==> src/rtl/dct_coef_bridge.sv <==
// rtl/dct_coef_bridge.sv - DCT->IDCT coefficient requantizer with ping-pong block buffer
//
// Purpose:
//   Captures BLK-word coefficient bursts from the DCT, requantizes each word to
//   OUT_W bits (truncate or round-half-up with saturation), stores them in one of
//   two banks and replays each completed block to the IDCT with a start/reading
//   handshake. Also drives the IDCT approximate-precision enable from a
//   saturating cycle counter window.
//
// Ports:
//   clk          rising-edge clock
//   reset        synchronous active-low reset
//   in_valid     level-high while a DCT block streams in
//   in_data      DCT coefficient, sampled each in_valid cycle
//   out_reading  IDCT consumes out_data this cycle
//   out_start    block available and streaming
//   out_data     requantized coefficient, sign-extended to DW
//   rapx         approximate-precision enable
//   blk_count    blocks fully delivered (wraps)
//   overflow     sticky: a block was dropped because both banks were full

module dct_coef_bridge #(
    parameter int DW        = 32,
    parameter int OUT_W     = 12,
    parameter int ROUND     = 0,
    parameter int BLK       = 64,
    parameter int APX_START = 500000,
    parameter int APX_END   = 1000000,
    parameter int CNT_W     = 32
) (
    input  logic              clk,
    input  logic              reset,
    input  logic              in_valid,
    input  logic [DW-1:0]     in_data,
    input  logic              out_reading,
    output logic              out_start,
    output logic [DW-1:0]     out_data,
    output logic              rapx,
    output logic [15:0]       blk_count,
    output logic              overflow
);

    localparam int              PW   = (BLK > 1) ? $clog2(BLK) : 1;
    localparam logic [PW-1:0]   LAST = PW'(BLK - 1);
    localparam logic [OUT_W-1:0] QMAX = {OUT_W{1'b1}} >> 1;

    typedef enum logic [1:0] {W_IDLE, W_FILL, W_WAIT} wstate_t;
    typedef enum logic [1:0] {R_IDLE, R_STREAM, R_GAP} rstate_t;

    logic [OUT_W-1:0] r_mem0 [BLK];
    logic [OUT_W-1:0] r_mem1 [BLK];

    wstate_t          r_wstate, w_wstate_nxt;
    rstate_t          r_rstate, w_rstate_nxt;
    logic             r_wbank, r_rbank;
    logic [PW-1:0]    r_wptr, w_wptr_nxt;
    logic [PW-1:0]    r_rptr, w_rptr_nxt;
    logic [1:0]       r_full, w_full_nxt;
    logic             w_we, w_fill_done, w_ovf_set, w_rd_done;
    logic [15:0]      r_blk_count;
    logic             r_overflow;
    logic [CNT_W-1:0] r_cnt;
    logic             r_rapx;

    logic [OUT_W-1:0] w_q_trunc, w_q;
    logic             w_rbit;
    logic [OUT_W-1:0] w_rword;
    logic             w_unused;

    // Requantize at write time so each bank entry only holds OUT_W bits.
    assign w_q_trunc = in_data[DW-1 -: OUT_W];
    assign w_rbit    = (ROUND != 0) ? in_data[DW-OUT_W-1] : 1'b0;
    // Rounding up the largest positive code would wrap to the most negative one.
    assign w_q       = (w_rbit && (w_q_trunc != QMAX)) ? (w_q_trunc + OUT_W'(1)) : w_q_trunc;
    assign w_unused  = &{1'b0, in_data};

    // Write FSM: the write pointer is always 0 in W_IDLE, so word 0 shares the fill path.
    always_comb begin
        w_wstate_nxt = r_wstate;
        w_wptr_nxt   = r_wptr;
        w_we         = 1'b0;
        w_fill_done  = 1'b0;
        w_ovf_set    = 1'b0;
        case (r_wstate)
            W_IDLE, W_FILL: begin
                if (in_valid && (r_wstate == W_FILL || !r_full[r_wbank])) begin
                    w_we = 1'b1;
                    if (r_wptr == LAST) begin
                        w_fill_done  = 1'b1;
                        w_wptr_nxt   = '0;
                        w_wstate_nxt = W_WAIT;
                    end else begin
                        w_wptr_nxt   = r_wptr + PW'(1);
                        w_wstate_nxt = W_FILL;
                    end
                end else if (in_valid) begin
                    // Strict ping-pong: the current write bank being full means both are.
                    w_ovf_set    = 1'b1;
                    w_wstate_nxt = W_WAIT;
                end else if (r_wstate == W_FILL) begin
                    // Short burst: the bank is simply never marked full.
                    w_wptr_nxt   = '0;
                    w_wstate_nxt = W_IDLE;
                end
            end
            W_WAIT: begin
                if (!in_valid) w_wstate_nxt = W_IDLE;
            end
            default: w_wstate_nxt = W_IDLE;
        endcase
    end

    // Read FSM
    always_comb begin
        w_rstate_nxt = r_rstate;
        w_rptr_nxt   = r_rptr;
        w_rd_done    = 1'b0;
        case (r_rstate)
            R_IDLE: begin
                if (r_full[r_rbank]) begin
                    w_rptr_nxt   = '0;
                    w_rstate_nxt = R_STREAM;
                end
            end
            R_STREAM: begin
                if (out_reading) begin
                    if (r_rptr == LAST) begin
                        w_rd_done    = 1'b1;
                        w_rptr_nxt   = '0;
                        w_rstate_nxt = R_GAP;
                    end else begin
                        w_rptr_nxt   = r_rptr + PW'(1);
                    end
                end
            end
            R_GAP: begin
                // Going straight back to R_STREAM keeps the low pulse to one cycle.
                w_rptr_nxt   = '0;
                w_rstate_nxt = r_full[r_rbank] ? R_STREAM : R_IDLE;
            end
            default: w_rstate_nxt = R_IDLE;
        endcase
    end

    // Fill and release always target different banks, so both can land in one cycle.
    always_comb begin
        w_full_nxt = r_full;
        if (w_rd_done)   w_full_nxt[r_rbank] = 1'b0;
        if (w_fill_done) w_full_nxt[r_wbank] = 1'b1;
    end

    always_ff @(posedge clk) begin
        if (!reset) begin
            r_wstate    <= W_IDLE;
            r_rstate    <= R_IDLE;
            r_wbank     <= 1'b0;
            r_rbank     <= 1'b0;
            r_wptr      <= '0;
            r_rptr      <= '0;
            r_full      <= 2'b00;
            r_blk_count <= '0;
            r_overflow  <= 1'b0;
            r_cnt       <= '0;
            r_rapx      <= 1'b0;
        end else begin
            r_wstate <= w_wstate_nxt;
            r_rstate <= w_rstate_nxt;
            r_wptr   <= w_wptr_nxt;
            r_rptr   <= w_rptr_nxt;
            r_full   <= w_full_nxt;
            if (w_fill_done) r_wbank <= ~r_wbank;
            if (w_rd_done) begin
                r_rbank     <= ~r_rbank;
                r_blk_count <= r_blk_count + 16'd1;
            end
            if (w_ovf_set) r_overflow <= 1'b1;
            if (r_cnt != {CNT_W{1'b1}}) r_cnt <= r_cnt + CNT_W'(1);
            r_rapx <= (r_cnt > CNT_W'(APX_START)) && (r_cnt < CNT_W'(APX_END));
        end
    end

    // Bank storage needs no reset: contents are only visible behind a full flag.
    always_ff @(posedge clk) begin
        if (reset && w_we) begin
            if (r_wbank) r_mem1[r_wptr] <= w_q;
            else         r_mem0[r_wptr] <= w_q;
        end
    end

    assign w_rword   = r_rbank ? r_mem1[r_rptr] : r_mem0[r_rptr];
    assign out_start = (r_rstate == R_STREAM);
    assign out_data  = out_start ? {{(DW-OUT_W){w_rword[OUT_W-1]}}, w_rword} : '0;
    assign rapx      = r_rapx;
    assign blk_count = r_blk_count;
    assign overflow  = r_overflow;

endmodule
==> config.mk <==
export PLATFORM = sky130hd
export DESIGN_NAME = dct_coef_bridge
export DESIGN_NICKNAME = d
export VERILOG_FILES = /design/src/rtl/dct_coef_bridge.sv
export SDC_FILE = /design/constraint.sdc
export NUM_CORES = 2
export LEC_CHECK = 0
export BUFFER_PORTS_ARGS = -buffer_cell sky130_fd_sc_hd__buf_2
export CORE_MARGIN = 5
export CORE_UTILIZATION = 55
export DETAILED_ROUTE_END_ITERATION = 6
export GPL_ROUTABILITY_DRIVEN = 0
export PLACE_DENSITY = 0.75
export SLEW_MARGIN = 20
export SYNTH_ARGS = -nofsm -noshare
export SYNTH_HDL_FRONTEND = slang
export SYNTH_SLANG_ARGS = --single-unit
==> constraint.sdc <==
create_clock -name clk -period 4.48 [get_ports clk]
set_input_delay 0.672 -clock clk [delete_from_list [all_inputs] [get_ports clk]]
set_output_delay 0.672 -clock clk [all_outputs]
set_load 0.02 [all_outputs]
# ---- Yosys cells after proc, flatten, opt, wreduce, memory -nomap -nowiden
# Memory sizes are Yosys's and may differ from the RTL's. A register that Yosys moved wholly into a read port is not among the register bits.
# Cells that the tools add are included.
# Widths: inputs -> output; s select.
dict set report classes {
  reduce_logical 16
  order_cmp 6
  n_addsub 4
  bitwise 5
  mux 52
  n_eq_ne 13
}
# cell n
set op_table {}
lappend op_table {{$mux 6} 11}
lappend op_table {{$add 32x1->32 const B} 1}
lappend op_table {{$gt 32x19->1 const B} 1}
lappend op_table {{$lt 32x20->1 const B} 1}
lappend op_table {{$mux 32} 1}
lappend op_table {{$ne 32x32->1 const B} 1}
lappend op_table {{$mux 1} 24}
lappend op_table {{$mux 2} 10}
lappend op_table {{$pmux 6 s3} 1}
lappend op_table {{$add 16x1->16 const B} 1}
lappend op_table {{$add 6x1->6 const B} 2}
lappend op_table {{$eq 6x6->1 const B} 2}
lappend op_table {{$mux 12} 1}
lappend op_table {{$reduce_and 3->1} 3}
lappend op_table {{$ne 2x2->1 const B} 3}
lappend op_table {{$pmux 2 s3} 1}
lappend op_table {{$logic_and 1x1->1} 5}
lappend op_table {{$eq 2x1->1 const B} 2}
lappend op_table {{$eq 2x2->1 const B} 2}
lappend op_table {{$logic_not 2->1} 2}
lappend op_table {{$lt 1x2->1 const B} 2}
lappend op_table {{$ne 2x1->1 const B} 2}
lappend op_table {{$ne 4x4->1 const B} 1}
lappend op_table {{$pmux 2 s2} 1}
lappend op_table {{12 further kinds} 15}
dict set report word_totals {
  ram_bits 1536
  word_cells 109
  output_inout_bits 51
  ff_bits 70
  n_memories 2
}
# name words width rd rd_clocked_by_memory_dff wr line
set mem_list {}
lappend mem_list {r_mem0 64 12 1 1 1 50} ;# logic [OUT_W-1:0] r_mem0 [BLK];
lappend mem_list {r_mem1 64 12 1 1 1 51} ;# logic [OUT_W-1:0] r_mem1 [BLK];

# ---- Longest topological paths before layout
dict set report logic_depth {
  ltp_word 10
  depth_mapped 11
  mapped_depth_nobuf 8
}

# ---- Worst setup path before layout
# Ideal clock, no wire load.
dict set report synth_timing {
  path_kind {reg-to-output}
  from {reg with a tool-made name}
  to {out out_data[12]}
  path_stages_with_launch 12
  required_ns 3.808
  path_slack_ns 0.645
  n_path_buf 5
  arrival_ns 3.163
  cell_sequence {dfxtp_1 > buf_2 > buf_2 > buf_2 > nor2_1 > buf_2 > a22oi_1 > a22oi_1 > nor2_1 > nor3_1 > a31oi_1 > buf_4}
}
# element line
set synth_lines {}
lappend synth_lines {{end, declared} 37} ;# output logic [DW-1:0] out_data,

==> flow_metrics.py <==
metrics = {
    "floorplanning": {
        "initial_core_util_pct": 55.5,
        "rows": 123,
        "die-area_mm2": 0.121,
        "ioPinCount": 87,
        "dieHeight_um": 347,
        "core_mm2": 0.113,
        "die_w_um": 347,
    },
    "setup_path": {
        "worstPathArrival_ns": 3.76,
        "cp.required_ns": 3.81,
        "crit_path_end_kind": "primary output",
        "path_max_fanout": 10,
        "crit_type": "flop to primary output",
        "start_kind": "flop",
    },
    "yosys": {
        "syn-cell-area_mm2": 0.0626,
        "ys.flop_type": "edfxtp_1",
        "synthXorXnorAreaFrac_pct": 0.448,
        "yosys.cell_types.count": 63,
        "synthMostInstantiatedCell": "edfxtp_1",
        "muxShareOfSynthArea_pct": 14.4,
        "synth-simple-area-share_pct": 4.06,
        "synthTopCellsByArea": "edfxtp_1, mux4_2, mux2i_1",
        "avgSynthCellArea_um2": 19.8,
        "async_flop_share_pct": 0,
        "synth-warning-count": 0,
        "synth_top_area_share_pct": 73.7,
        "synth-seq-cells": 1612,
        "synthAdderAreaFrac_pct": 0.0999,
        "synth_edf_count": 1536,
        "netlist_top_cells_count": "edfxtp_1, mux4_2, mux2i_1, nor2_1, a22oi_1",
        "seq_area_frac_synth_pct": 76.1,
        "synth_compound_area_share_pct": 3.38,
        "synth_top_family_by_area": "multiplexers",
        "synthesis.nets": 3203,
        "syn_inst": 3162,
        "synth_top_area_cell": "edfxtp_1",
    },
    "clock_network": {
        "clock_latency_ns": 0.76,
        "ctsHoldBuffers": 0,
        "clk_pin_slew_ns": 0.06,
        "clock_path_buffers": 3,
        "root_buffer": "clkbuf_16",
        "cts_sinks": 1612,
        "h-tree-depth": 4,
        "cts-buffers-inserted": 154,
        "cts_tree": "built",
    },
    "placed_design": {
        "place_ws_ns": 0.340,
        "dp_hpwl_mm": 92.8,
        "io_buffers": 66,
    },
    "run": {
        "max_cap_viol_count": 0,
    },
    "routing": {
        "drt_wl_total_mm": 153,
        "ant_nets": 0,
        "routedWlPerCell_um": 29.8,
        "firstDrtPassIters": 6,
        "via_per_inst": 6.49,
        "dr.first_iter.drc_count": 4322,
        "vias": 33243,
        "drc": 0,
    },
    "final_layout": {
        "multi_input_comb_area_mm2": 0.0142,
        "fillers": 7198,
        "fin_util_pct": 63.8,
        "register_area_mm2": 0.0477,
        "drive_above_1_share_pct": 26.3,
        "fin_nets": 3534,
        "syn_to_final_growth_pct": 14.9,
    },
    "sta": {
        "tightest_slew_ns": 1.13,
        "layout_setup_ws_ns": 0.0507,
        "hold_violations": 0,
        "maxSlewViolCount": 0,
        "setup_viol": 0,
        "fmax_ghz": 0.226,
        "clock_skew_ns": 0.0304,
        "fin_setup_tns_ns": 0,
        "fin_crit_ns": 4.43,
        "post-route-period-util_pct": 98.9,
        "slew_headroom_pct": 24.4,
    },
    "power": {
        "ir_drop_uv": 383,
        "leakage_nw": 22.5,
        "power_density_mw_per_mm2": 414,
    },
    "global_routing": {
        "grt_overflow": 0,
        "grt_use_total_pct": 24.8,
        "first_global_vias": 33272,
        "grt_max_degree": 98,
        "grt_pass1_wl_mm": 222,
        "antenna_found_initial": 2,
    },
    "outcome": {
        "outcome": "complete, no violations",
    },
    "min_path": {
        "hp-class": "primary input to flop",
    },
}
[area by class of cell]
class | instances | area share (%)
flip-flops and latches | 1612 | 66.3
inverters | 16 | 0.0835
repair buffers | 363 | 4.30
clock inverters | 94 | 1.38
clock buffers | 188 | 5.62
multi-input cells | 1346 | 19.7
diodes | 4 | 0.0139
well taps | 1500 | 2.61
[per-layer routing]
| layer | track usage (%) | up-vias | share of wire (%) |
|---|---|---|---|
| met5 | 0 | - | 0 |
| met4 | 9.07 | 0 | 3.8 |
| met3 | 6.15 | 312 | 11 |
| met2 | 39.5 | 2116 | 48 |
| met1 | 33.9 | 17152 | 37 |
| li1 | - | 13663 | - |
[registers in the layout, indices dropped and copies added (netlist names), 2 cells and up, named ones only]
signal	flops
r_mem0	768
r_full	2
r_wstate	2
r_rptr	6
blk_count	16
r_cnt	32
r_mem1	768
r_wptr	6
r_rstate	2
[final timing paths]
check | from | endpoint | slack, ns | depth (start not counted)
worst min register to register | r_cnt[31] | r_cnt[31] | 0.47 | 2
worst max register to register | r_wbank | r_mem0[35][5] | 0.99 | 7
worst max-delay path | flop | out_data[5] | 0.05 | 9
worst min-delay path | in_valid | r_wstate[1] | 0.22 | 2
[cell families after synthesis]
logic type | after synthesis
flops | 1612
mux | 511
simple gates | 500
compound gates | 298
buf+inv | 204
xor+xnor | 32
fa+ha+maj | 5
[through the flow]
| step | cells | hold WS, ns | instance area, µm² | power [mW] |
|---|---|---|---|---|
| CTS | 5111 | 0.185 | 71600 | 29.9 |
| finish | 5123 | 0.224 | 71900 | 29.8 |
| global placement | 4813 | 0.447 | 66300 | 17.1 |
| detailed placement | 4816 | 0.463 | 66300 | 17.2 |
| floorplan | 3162 | 0.438 | 62600 | 16.9 |
| global route | 5119 | 0.204 | 71900 | 30.6 |
[power breakdown]
part / leakage, nW / total [mW] / switching (mW) / internal, mW
sequential: 14.4 / 16.5 / 0.0109 / 16.5
clock: 2.44 / 12.9 / 5.53 / 7.39
combinational: 5.59 / 0.358 / 0.308 / 0.0506
[worst max-delay path: stages, from the launching register on]
cell	delay (ns)
dfxtp_4	0.42
buf_12	0.13
buf_4	0.13
clkbuf_16	0.19
mux4_2	0.50
a22oi_1	0.36
nand4_1	0.35
nor3_2	0.43
a21oi_1	0.22
buf_2	0.25
[layout by cell type (no fill, tap or decap), types with 30 or more instances in the layout]
cell	instances
buf_4	271
nor2_1	160
o21ai_0	33
dfxtp_1	72
and2_1	30
nand2_1	76
mux2i_1	199
buf_2	54
mux4_2	311
clkbuf_1	30
edfxtp_1	1536
a22oi_1	128
nor3_1	31
clkbuf_16	160
clkinv_1	31
nand3_1	39
[repair_timing]
action                     in CTS  in global routing
pin swaps                       0                  3
setup endpoints to repair      32                 32
resized for setup              24                 23
buffers inserted               11                  3
cloned                          2                  4
Power figures use the tool's default switching activity.
